===== src/rtl/mem_arb_pkg.sv =====
// Shared types and sizing for the I/D memory arbiter.
//   Sizing  : ADDR_W, DATA_W, WORDS_PER_BLOCK, IDX_W (fill index), CNT_W (issue/return counters)
//   Types   : state_e (IDLE/FILL/WRITE/DONE), owner_e (I/D)
//   Helper  : block_base() aligns a byte address to its block
package mem_arb_pkg;

    localparam int unsigned ADDR_W          = 16;
    localparam int unsigned DATA_W          = 16;
    localparam int unsigned WORDS_PER_BLOCK = 8;
    localparam int unsigned IDX_W           = $clog2(WORDS_PER_BLOCK);
    localparam int unsigned CNT_W           = IDX_W + 1;
    localparam int unsigned PERF_W          = 16;

    typedef enum logic [1:0] {
        ST_IDLE  = 2'd0,
        ST_FILL  = 2'd1,
        ST_WRITE = 2'd2,
        ST_DONE  = 2'd3
    } state_e;

    typedef enum logic {
        OWN_I = 1'b0,
        OWN_D = 1'b1
    } owner_e;

    // Blocks hold 2-byte words, so the block spans 2*WORDS_PER_BLOCK bytes.
    function automatic logic [ADDR_W-1:0] block_base(input logic [ADDR_W-1:0] addr);
        return addr & ~ADDR_W'(2 * WORDS_PER_BLOCK - 1);
    endfunction

endpackage


===== src/rtl/mem_arb_if.sv =====
// Bundle of cache-miss requests, memory port, fill port and stall outputs.
//   master : arbiter side (drives memory strobes, fill port, done pulses, stalls)
//   slave  : cache/memory side (drives requests and read returns)
interface mem_arb_if;
    import mem_arb_pkg::*;

    logic              i_miss_req;
    logic [ADDR_W-1:0] i_miss_addr;
    logic              d_miss_req;
    logic [ADDR_W-1:0] d_miss_addr;
    logic              d_wr_req;
    logic [ADDR_W-1:0] d_wr_addr;
    logic [DATA_W-1:0] d_wr_data;

    logic              mem_en;
    logic              mem_wr;
    logic [ADDR_W-1:0] mem_addr;
    logic [DATA_W-1:0] mem_wdata;
    logic [DATA_W-1:0] mem_rdata;
    logic              mem_rvalid;

    logic              fill_we_i;
    logic              fill_we_d;
    logic [IDX_W-1:0]  fill_idx;
    logic [DATA_W-1:0] fill_data;
    logic              i_done;
    logic              d_done;
    logic              stall_fetch;
    logic              stall_mem;

    modport master (
        input  i_miss_req, i_miss_addr, d_miss_req, d_miss_addr,
        input  d_wr_req, d_wr_addr, d_wr_data, mem_rdata, mem_rvalid,
        output mem_en, mem_wr, mem_addr, mem_wdata,
        output fill_we_i, fill_we_d, fill_idx, fill_data,
        output i_done, d_done, stall_fetch, stall_mem
    );

    modport slave (
        output i_miss_req, i_miss_addr, d_miss_req, d_miss_addr,
        output d_wr_req, d_wr_addr, d_wr_data, mem_rdata, mem_rvalid,
        input  mem_en, mem_wr, mem_addr, mem_wdata,
        input  fill_we_i, fill_we_d, fill_idx, fill_data,
        input  i_done, d_done, stall_fetch, stall_mem
    );

endinterface


===== src/rtl/mem_arb_perf.sv =====
// Saturating performance counters: I grants, D miss grants, stall_fetch cycles.
//   clk, rst           : clock, synchronous active-high clear
//   grant_i, grant_d   : one-cycle grant strobes
//   stall              : stall_fetch level
//   perf_i_miss/perf_d_miss/perf_stall : counter values
module mem_arb_perf
    import mem_arb_pkg::*;
(
    input  logic              clk,
    input  logic              rst,
    input  logic              grant_i,
    input  logic              grant_d,
    input  logic              stall,
    output logic [PERF_W-1:0] perf_i_miss,
    output logic [PERF_W-1:0] perf_d_miss,
    output logic [PERF_W-1:0] perf_stall
);

    always_ff @(posedge clk) begin
        if (rst) begin
            perf_i_miss <= '0;
            perf_d_miss <= '0;
            perf_stall  <= '0;
        end else begin
            if (grant_i && (perf_i_miss != '1)) perf_i_miss <= perf_i_miss + PERF_W'(1);
            if (grant_d && (perf_d_miss != '1)) perf_d_miss <= perf_d_miss + PERF_W'(1);
            if (stall   && (perf_stall  != '1)) perf_stall  <= perf_stall  + PERF_W'(1);
        end
    end

endmodule


===== src/rtl/mem_arbiter.sv =====
// Arbitrates main memory between I-cache fills, D-cache fills and write-through stores,
// drives the fill port of the owning cache, and produces pipeline stalls.
//   clk, rst : clock, synchronous active-high reset
//   bus      : mem_arb_if.master (requests, memory port, fill port, done pulses, stalls)
//   perf_*   : saturating counters, present only with MEM_ARB_PERF_CNT_EN defined
module mem_arbiter
    import mem_arb_pkg::*;
(
    input  logic       clk,
    input  logic       rst,
    mem_arb_if.master  bus
`ifdef MEM_ARB_PERF_CNT_EN
    ,
    output logic [PERF_W-1:0] perf_i_miss,
    output logic [PERF_W-1:0] perf_d_miss,
    output logic [PERF_W-1:0] perf_stall
`endif
);

    state_e             state, state_nxt;
    owner_e             owner, owner_nxt;
    logic [ADDR_W-1:0]  base, base_nxt;
    logic [CNT_W-1:0]   issue_cnt, issue_nxt;
    logic [CNT_W-1:0]   ret_cnt, ret_nxt;

    // State and transaction context registers
    always_ff @(posedge clk) begin
        if (rst) begin
            state     <= ST_IDLE;
            owner     <= OWN_I;
            base      <= '0;
            issue_cnt <= '0;
            ret_cnt   <= '0;
        end else begin
            state     <= state_nxt;
            owner     <= owner_nxt;
            base      <= base_nxt;
            issue_cnt <= issue_nxt;
            ret_cnt   <= ret_nxt;
        end
    end

    // Next state and outputs; everything is forced low while rst is held
    always_comb begin
        state_nxt     = state;
        owner_nxt     = owner;
        base_nxt      = base;
        issue_nxt     = issue_cnt;
        ret_nxt       = ret_cnt;
        bus.mem_en    = 1'b0;
        bus.mem_wr    = 1'b0;
        bus.mem_addr  = '0;
        bus.mem_wdata = '0;
        bus.fill_we_i = 1'b0;
        bus.fill_we_d = 1'b0;
        bus.fill_idx  = '0;
        bus.fill_data = '0;
        bus.i_done    = 1'b0;
        bus.d_done    = 1'b0;

        if (!rst) begin
            case (state)
                ST_IDLE: begin
                    issue_nxt = '0;
                    ret_nxt   = '0;
                    if (bus.d_wr_req) begin
                        owner_nxt = OWN_D;
                        state_nxt = ST_WRITE;
                    end else if (bus.d_miss_req) begin
                        owner_nxt = OWN_D;
                        base_nxt  = block_base(bus.d_miss_addr);
                        state_nxt = ST_FILL;
                    end else if (bus.i_miss_req) begin
                        owner_nxt = OWN_I;
                        base_nxt  = block_base(bus.i_miss_addr);
                        state_nxt = ST_FILL;
                    end
                end
                ST_WRITE: begin
                    bus.mem_en    = 1'b1;
                    bus.mem_wr    = 1'b1;
                    bus.mem_addr  = bus.d_wr_addr;
                    bus.mem_wdata = bus.d_wr_data;
                    state_nxt     = ST_DONE;
                end
                ST_FILL: begin
                    // Issue and return run independently; returns arrive in issue order
                    if (issue_cnt < CNT_W'(WORDS_PER_BLOCK)) begin
                        bus.mem_en   = 1'b1;
                        bus.mem_addr = base + (ADDR_W'(issue_cnt) << 1);
                        issue_nxt    = issue_cnt + CNT_W'(1);
                    end
                    if (bus.mem_rvalid) begin
                        bus.fill_we_i = (owner == OWN_I);
                        bus.fill_we_d = (owner == OWN_D);
                        bus.fill_idx  = IDX_W'(ret_cnt);
                        bus.fill_data = bus.mem_rdata;
                        ret_nxt       = ret_cnt + CNT_W'(1);
                        if (ret_cnt == CNT_W'(WORDS_PER_BLOCK - 1)) state_nxt = ST_DONE;
                    end
                end
                ST_DONE: begin
                    bus.i_done = (owner == OWN_I);
                    bus.d_done = (owner == OWN_D);
                    state_nxt  = ST_IDLE;
                end
            endcase
        end
    end

    // Stalls follow the requests directly so the pipeline freezes in the request cycle
    assign bus.stall_mem   = !rst && (bus.d_miss_req || bus.d_wr_req) && !bus.d_done;
    assign bus.stall_fetch = !rst && (bus.stall_mem || (bus.i_miss_req && !bus.i_done));

`ifdef MEM_ARB_PERF_CNT_EN
    logic grant_i_c;
    logic grant_d_c;

    // Only fills count as miss grants; stores do not
    assign grant_i_c = (state == ST_IDLE) && (state_nxt == ST_FILL) && (owner_nxt == OWN_I);
    assign grant_d_c = (state == ST_IDLE) && (state_nxt == ST_FILL) && (owner_nxt == OWN_D);

    mem_arb_perf u_perf (
        .clk         (clk),
        .rst         (rst),
        .grant_i     (grant_i_c),
        .grant_d     (grant_d_c),
        .stall       (bus.stall_fetch),
        .perf_i_miss (perf_i_miss),
        .perf_d_miss (perf_d_miss),
        .perf_stall  (perf_stall)
    );
`endif

endmodule

===== src/flat_wrapper.sv =====
// flat-port wrapper written by rule: the top's interface ports become plain ports
module mem_arbiter_flat import mem_arb_pkg::*;
  (clk, rst, bus_i_miss_req, bus_i_miss_addr, bus_d_miss_req, bus_d_miss_addr, bus_d_wr_req, bus_d_wr_addr, bus_d_wr_data, bus_mem_rdata, bus_mem_rvalid, bus_mem_en, bus_mem_wr, bus_mem_addr, bus_mem_wdata, bus_fill_we_i, bus_fill_we_d, bus_fill_idx, bus_fill_data, bus_i_done, bus_d_done, bus_stall_fetch, bus_stall_mem);
  mem_arb_if bus_i ();
  input  logic clk;
  input  logic rst;
  input wire logic [$bits(bus_i.i_miss_req)-1:0] bus_i_miss_req;
  input wire logic [$bits(bus_i.i_miss_addr)-1:0] bus_i_miss_addr;
  input wire logic [$bits(bus_i.d_miss_req)-1:0] bus_d_miss_req;
  input wire logic [$bits(bus_i.d_miss_addr)-1:0] bus_d_miss_addr;
  input wire logic [$bits(bus_i.d_wr_req)-1:0] bus_d_wr_req;
  input wire logic [$bits(bus_i.d_wr_addr)-1:0] bus_d_wr_addr;
  input wire logic [$bits(bus_i.d_wr_data)-1:0] bus_d_wr_data;
  input wire logic [$bits(bus_i.mem_rdata)-1:0] bus_mem_rdata;
  input wire logic [$bits(bus_i.mem_rvalid)-1:0] bus_mem_rvalid;
  output wire logic [$bits(bus_i.mem_en)-1:0] bus_mem_en;
  output wire logic [$bits(bus_i.mem_wr)-1:0] bus_mem_wr;
  output wire logic [$bits(bus_i.mem_addr)-1:0] bus_mem_addr;
  output wire logic [$bits(bus_i.mem_wdata)-1:0] bus_mem_wdata;
  output wire logic [$bits(bus_i.fill_we_i)-1:0] bus_fill_we_i;
  output wire logic [$bits(bus_i.fill_we_d)-1:0] bus_fill_we_d;
  output wire logic [$bits(bus_i.fill_idx)-1:0] bus_fill_idx;
  output wire logic [$bits(bus_i.fill_data)-1:0] bus_fill_data;
  output wire logic [$bits(bus_i.i_done)-1:0] bus_i_done;
  output wire logic [$bits(bus_i.d_done)-1:0] bus_d_done;
  output wire logic [$bits(bus_i.stall_fetch)-1:0] bus_stall_fetch;
  output wire logic [$bits(bus_i.stall_mem)-1:0] bus_stall_mem;
  assign bus_i.i_miss_req = bus_i_miss_req;
  assign bus_i.i_miss_addr = bus_i_miss_addr;
  assign bus_i.d_miss_req = bus_d_miss_req;
  assign bus_i.d_miss_addr = bus_d_miss_addr;
  assign bus_i.d_wr_req = bus_d_wr_req;
  assign bus_i.d_wr_addr = bus_d_wr_addr;
  assign bus_i.d_wr_data = bus_d_wr_data;
  assign bus_i.mem_rdata = bus_mem_rdata;
  assign bus_i.mem_rvalid = bus_mem_rvalid;
  assign bus_mem_en = bus_i.mem_en;
  assign bus_mem_wr = bus_i.mem_wr;
  assign bus_mem_addr = bus_i.mem_addr;
  assign bus_mem_wdata = bus_i.mem_wdata;
  assign bus_fill_we_i = bus_i.fill_we_i;
  assign bus_fill_we_d = bus_i.fill_we_d;
  assign bus_fill_idx = bus_i.fill_idx;
  assign bus_fill_data = bus_i.fill_data;
  assign bus_i_done = bus_i.i_done;
  assign bus_d_done = bus_i.d_done;
  assign bus_stall_fetch = bus_i.stall_fetch;
  assign bus_stall_mem = bus_i.stall_mem;
  mem_arbiter u_core (.clk(clk), .rst(rst), .bus(bus_i));
endmodule

===== config.mk =====
export PLATFORM = sky130hd
export DESIGN_NAME = mem_arbiter_flat
export DESIGN_NICKNAME = d
export VERILOG_FILES = /design/src/rtl/mem_arb_pkg.sv /design/src/rtl/mem_arb_if.sv /design/src/rtl/mem_arb_perf.sv /design/src/rtl/mem_arbiter.sv /design/src/flat_wrapper.sv
export SDC_FILE = /design/constraint.sdc
export NUM_CORES = 1
export LEC_CHECK = 0
export BUFFER_PORTS_ARGS = -buffer_cell sky130_fd_sc_hd__buf_4
export CAP_MARGIN = 10
export CORE_UTILIZATION = 39
export DETAILED_ROUTE_END_ITERATION = 10
export PLACE_DENSITY = 0.78
export SLEW_MARGIN = 0
export SYNTH_ARGS = -nofsm -noshare
export SYNTH_HDL_FRONTEND = slang
export SYNTH_HIERARCHICAL = 1
export SYNTH_SLANG_ARGS = --single-unit
export TNS_END_PERCENT = 1

===== constraint.sdc =====
create_clock -name clk -period 2 [get_ports clk]
set_input_delay 0.6 -clock clk [delete_from_list [all_inputs] [get_ports clk]]
set_output_delay 0.6 -clock clk [all_outputs]
set_load 0.02 [all_outputs]

Yosys cells after proc, flatten, opt, wreduce, memory -nomap -nowiden --
Index checks and enable logic that the tools add are counted.
Word-level totals: input bits 86, logic and storage cells 78, flip-flop bits (word level) 27, output and inout bits 59
Cells by class: reductions and logical operators 18, order comparisons 1, equality and inequality tests 8, add/sub/neg operators 3, multiplexer cells 41, bitwise gates (word level) 2
Operators by type and width (number):
- 2-to-1 mux 16 bit | 9
- one-hot mux 16 bit (2 select lines) | 1
- 2-to-1 mux 1 bit | 17
- adder 16 x 5 -> 16 bit | 1
- one-hot mux 4 bit (2 select lines) | 2
- 2-to-1 mux 2 bit | 5
- 2-to-1 mux 3 bit | 3
- adder 4 x 1 -> 4 bit (second input constant) | 2
- 2-to-1 mux 4 bit | 2
- one-hot mux 2 bit (4 select lines) | 1
- AND reduction 2 bit | 3
- AND reduction 3 bit | 2
- == test 2 bit (second input constant) | 2
- == test 4 x 3 -> 1 bit (second input constant) | 1
- logical AND 1 bit | 4
- < comparator 4 bit (second input constant) | 1
- != test 2 x 1 -> 1 bit (second input constant) | 2
- != test 4 bit (second input constant) | 1
- nonzero test 2 bit | 2
- logical NOT 1 bit | 3
- nonzero test 3 bit | 1
- == test 2 x 1 -> 1 bit (second input constant) | 1
- logical NOT 2 bit | 1
- logical OR 1 bit | 2
- 3 further kinds | 4

Longest topological paths before layout --
word-level depth 7, gate-level depth with buffers 8, mapped depth without buffers 6

Worst setup path before layout --
Ideal clock, no wire load.
path type input to output, start input bus_d_miss_req, end output bus_stall_mem, stages on the path 4, arrival time 1.520 ns, path buffers 2, data required time 1.400 ns, setup slack -0.120 ns, cells stage by stage buf_4 > buf_2 > nor2_1 > nor3_1
Between the ends: longest elaborated chain between the ends 3
Ends and longest elaborated chain:
- from (decl) | RTL line flat_wrapper.sv:9 | input wire logic [$bits(bus_i.d_miss_req)-1:0] bus_d_miss_req;
- logical OR 1 bit | RTL line mem_arbiter.sv:112 | assign bus.stall_mem = !rst && (bus.d_miss_req || bus.d_wr_req) && !bus.d_done;
- logical AND 1 bit (2 in series) | RTL line mem_arbiter.sv:112
- to (decl) | RTL line flat_wrapper.sv:27 | output wire logic [$bits(bus_i.stall_mem)-1:0] bus_stall_mem;
Every way passes these cells.

Worst setup path in the final report --
start register u_core.state[1], end output bus_mem_addr[10]
Between the ends: longest elaborated chain between the ends 3, elaborated cells between the ends (all ways) 4, those cells by class eq/ne: 2; mux: 2
Ends and longest elaborated chain:
- from (decl) | RTL line mem_arbiter.sv:20 | state_e state, state_nxt;
- from (signal assigned) | RTL line mem_arbiter.sv:35 | state <= state_nxt;
- == test 2 x 1 -> 1 bit or == test 2 bit (tied branches) | RTL line mem_arbiter.sv:62 | case (state)
- one-hot mux 16 bit (2 select lines) * | RTL line mem_arbiter.sv:62
- 2-to-1 mux 16 bit * | RTL line mem_arbiter.sv:61 | if (!rst) begin
- to (decl) | RTL line flat_wrapper.sv:18 | output wire logic [$bits(bus_i.mem_addr)-1:0] bus_mem_addr;
Mark *: on every way between the ends. The rest lies on a longest branch, timed or not.

==> out/results.tsv <==
stage	metric	value	unit
clock_tree	cts_buffer_depth	2	
clock_tree	clock_sinks	23	
sta	slew_headroom	0.741	
placement	placed_area	2870	um2
yosys	synthTopCellsByArea	dfxtp_1 27%, and2_1 13%, nor2_1 8.3%	
sta	skew	0.00408	ns
floorplanning	dieArea	4670	um2
sta	finalSetupTns	-7.26	ns
sta	hold_violations	0	
routing	drc	0	
sta	max_freq	457	MHz
setup_path	required	1.40	ns
final_layout	syn2layout_area_growth	90.2	%
sta	rsz0062_at_grt	yes	
routing	vias_per_cell	5.13	
placement	gp_congestion	0.742	
routing	antenna_left	0	
job	cap_violations	0	
yosys	synth_top_area_share	0.268	
clock_tree	htreeDepth	1	
yosys	ys_seq_elements	23	
yosys	synth_edf_count	0	
pwr	powerDensity	953	nW/um2
placement	post-place-ws	-0.400	ns
sta	setup_viol	54	
final_layout	final-seq-area	465	um2
yosys	synth.distinct_cells	36	
sta	min_period	2.19	ns
routing	drt_iter0_markers	97	
floorplanning	pin_count	145	
setup_path	critPathCaptureType	output port	
clock_tree	cts-root-buf	clkbuf_8	
grt	grt_first_pass_wirelength	8490	um
grt	grt_pass1_vias	1916	
clock_tree	cts_hold_buffers	0	
pwr	finalPower	3.12	mW
yosys	ys_seq_area_frac	0.268	
final_layout	nets	452	
yosys	syn_nets	308	
routing	wl_met1	2300	um
final_layout	n_antenna_cell	0	
yosys	syn-instance-count	216	
floorplanning	initial_core_util	0.417	
setup_path	crit_type	reg -> out	
sta	hold_slack	0.504	ns
run_status	outcome	complete, but fails checks	
floorplanning	rows	23	
clock_tree	clock_latency	0.27	ns
sta	period_share	1.09	
grt	gr-total-overflow	0	
clock_tree	cts_tree	built	
clock_tree	numCtsBuffers	3	
grt	antenna_found_initial	0	
routing	dr_wl_met2	3080	um
routing	top_layer	met4	
placement	dp_hpwl	4000	um
yosys	syn_avg_cell_area	7.95	um2
setup_path	arrival	1.59	ns
routing	vias	2098	
yosys	yosysWarnings	6	
yosys	async_reset_ff_frac	0	
placement	io_buffers	136	
final_layout	multi_input_area	1330	um2
final_layout	final.fill_count	286	
routing	wl_per_cell	14.3	um
final_layout	drive_above_1_share	0.613	
pwr	leakagePower	1.51	nW
setup_path	cp-start-kind	flop	
grt	grtUsageTotal	0.241	
sta	tightestPinTransition	0.386	ns
yosys	synth.cell_area	1720	um2
grt	grt_max_degree	25	
floorplanning	die_w	68.4	um
floorplanning	core_area	4120	um2
yosys	synthFlopType	dfxtp_1	
routing	drt-total-wl	5870	um
routing	first_pass_iters	4	
clock_tree	path_clk_slew	0.08	ns
setup_path	crit_fanout	8	
run_status	violations	setup timing	
floorplanning	die_y	68.4	um
final_layout	stdcell_area	3270	um2
sta	setup_slack	-0.188	ns
yosys	yosysTopAreaCell	dfxtp_1	
pwr	vdd_ir_drop_max	0.765	mV
hold_path	min-delay-path-class	reg -> reg	
sta	drv_slew	0	
routing	wl_met3	382	um
[state kept, by name, summed over array words and instances, names as in the netlist]
register / cells
u_core/base: 12
u_core/owner: 1
u_core/state: 2
u_core/issue_cnt: 4
u_core/ret_cnt: 4
[power by group]
part	leakage, nW	internal, mW	switching (mW)
Combinational	1.30	1.07	1.09
Sequential	0.189	0.566	0.0881
Clock	0.0228	0.143	0.154
Total	1.51	1.78	1.34
[cells by family after synthesis]
kind of cell | share of synthesized area
mux | 0.0816
flops | 0.268
fa+ha+maj | 0.0437
simple gates | 0.314
compound gates | 0.225
buf+inv | 0.0677
[layout make-up]
class	instances	area share
repair buffers	158	0.412
multi-input cells	170	0.407
flip-flops and latches	23	0.142
well taps	50	0.0191
clock buffers	4	0.0138
inverters	4	0.00613
[layer usage]
metal,global-route usage,vias up
met4,0.0807,0
li1,-,1039
met3,0.0317,12
met5,0,-
met1,0.281,959
met2,0.445,88
[worst max-delay path, stage by stage (launching register included)]
cell and delay [ns]:
dfxtp_2 0.34, inv_2 0.08, ha_4 0.14, buf_6 0.09, nor2b_4 0.19, buf_6 0.16
a22oi_2 0.05, nor2_1 0.11, buf_4 0.16
[path summary, 6_finish.rpt]
kind | slack, ns | cells after the start | endpoint | start
worst max-delay path | -0.19 | 8 | bus_mem_addr[10] | u_core/state[1]$_SDFFE_PP0P_
worst min-delay path | 0.50 | 2 | u_core/base[7]$_SDFFE_PP0P_ | u_core/base[7]$_SDFFE_PP0P_
worst max register to register | 0.28 | 9 | u_core/ret_cnt[1]$_SDFFE_PP0P_ | u_core/state[1]$_SDFFE_PP0P_
worst min register to register | 0.50 | 2 | u_core/base[7]$_SDFFE_PP0P_ | u_core/base[7]$_SDFFE_PP0P_
[placed cells by master, fill, tap and decap left out, types with 7 or more instances in the layout]
| cell | synthesis | layout |
|---|---|---|
| and2_4 | 0 | 17 |
| nor2_1 | 38 | 30 |
| dfxtp_1 | 23 | 21 |
| mux2i_1 | 14 | 14 |
| a21oi_1 | 7 | 7 |
| buf_6 | 1 | 36 |
| buf_4 | 3 | 120 |
| a211oi_1 | 8 | 7 |
| nor2_2 | 1 | 7 |
| and2_1 | 36 | 19 |
| a211oi_2 | 8 | 9 |
| a22oi_2 | 1 | 11 |
[cells in the mapped netlist, types with 2 or more instances]
library cell,number
a211oi_1,8
a211oi_2,8
a21o_1,2
a21oi_1,7
a22oi_1,16
and2_1,36
buf_2,8
buf_4,3
clkbuf_1,5
dfxtp_1,23
ha_1,6
inv_1,3
mux2i_1,14
nand2_1,6
nand2b_1,4
nand3_1,2
nand4_1,2
nand4b_1,2
nor2_1,38
nor3_1,3
nor3b_1,2
o21ai_0,3
o31ai_1,2
[stage by stage]
step           cells  utilization
6_report         409        0.794
5_1_grt          409        0.794
4_1_cts          408        0.774
3_5_place_dp     402        0.697
3_3_place_gp     402        0.697
2_1_floorplan    216            -
[timing repair]
| item | 4_1_cts | 5_1_grt |
|---|---|---|
| gates cloned | 2 | 0 |
| endpoints found under the hold margin | 0 | 0 |
| buffers inserted | 0 | 1 |
| endpoints found under the setup margin | 56 | 57 |
| gates resized for setup | 73 | 21 |
| pin swaps | 19 | 25 |
Power figures use the tool's default switching activity.
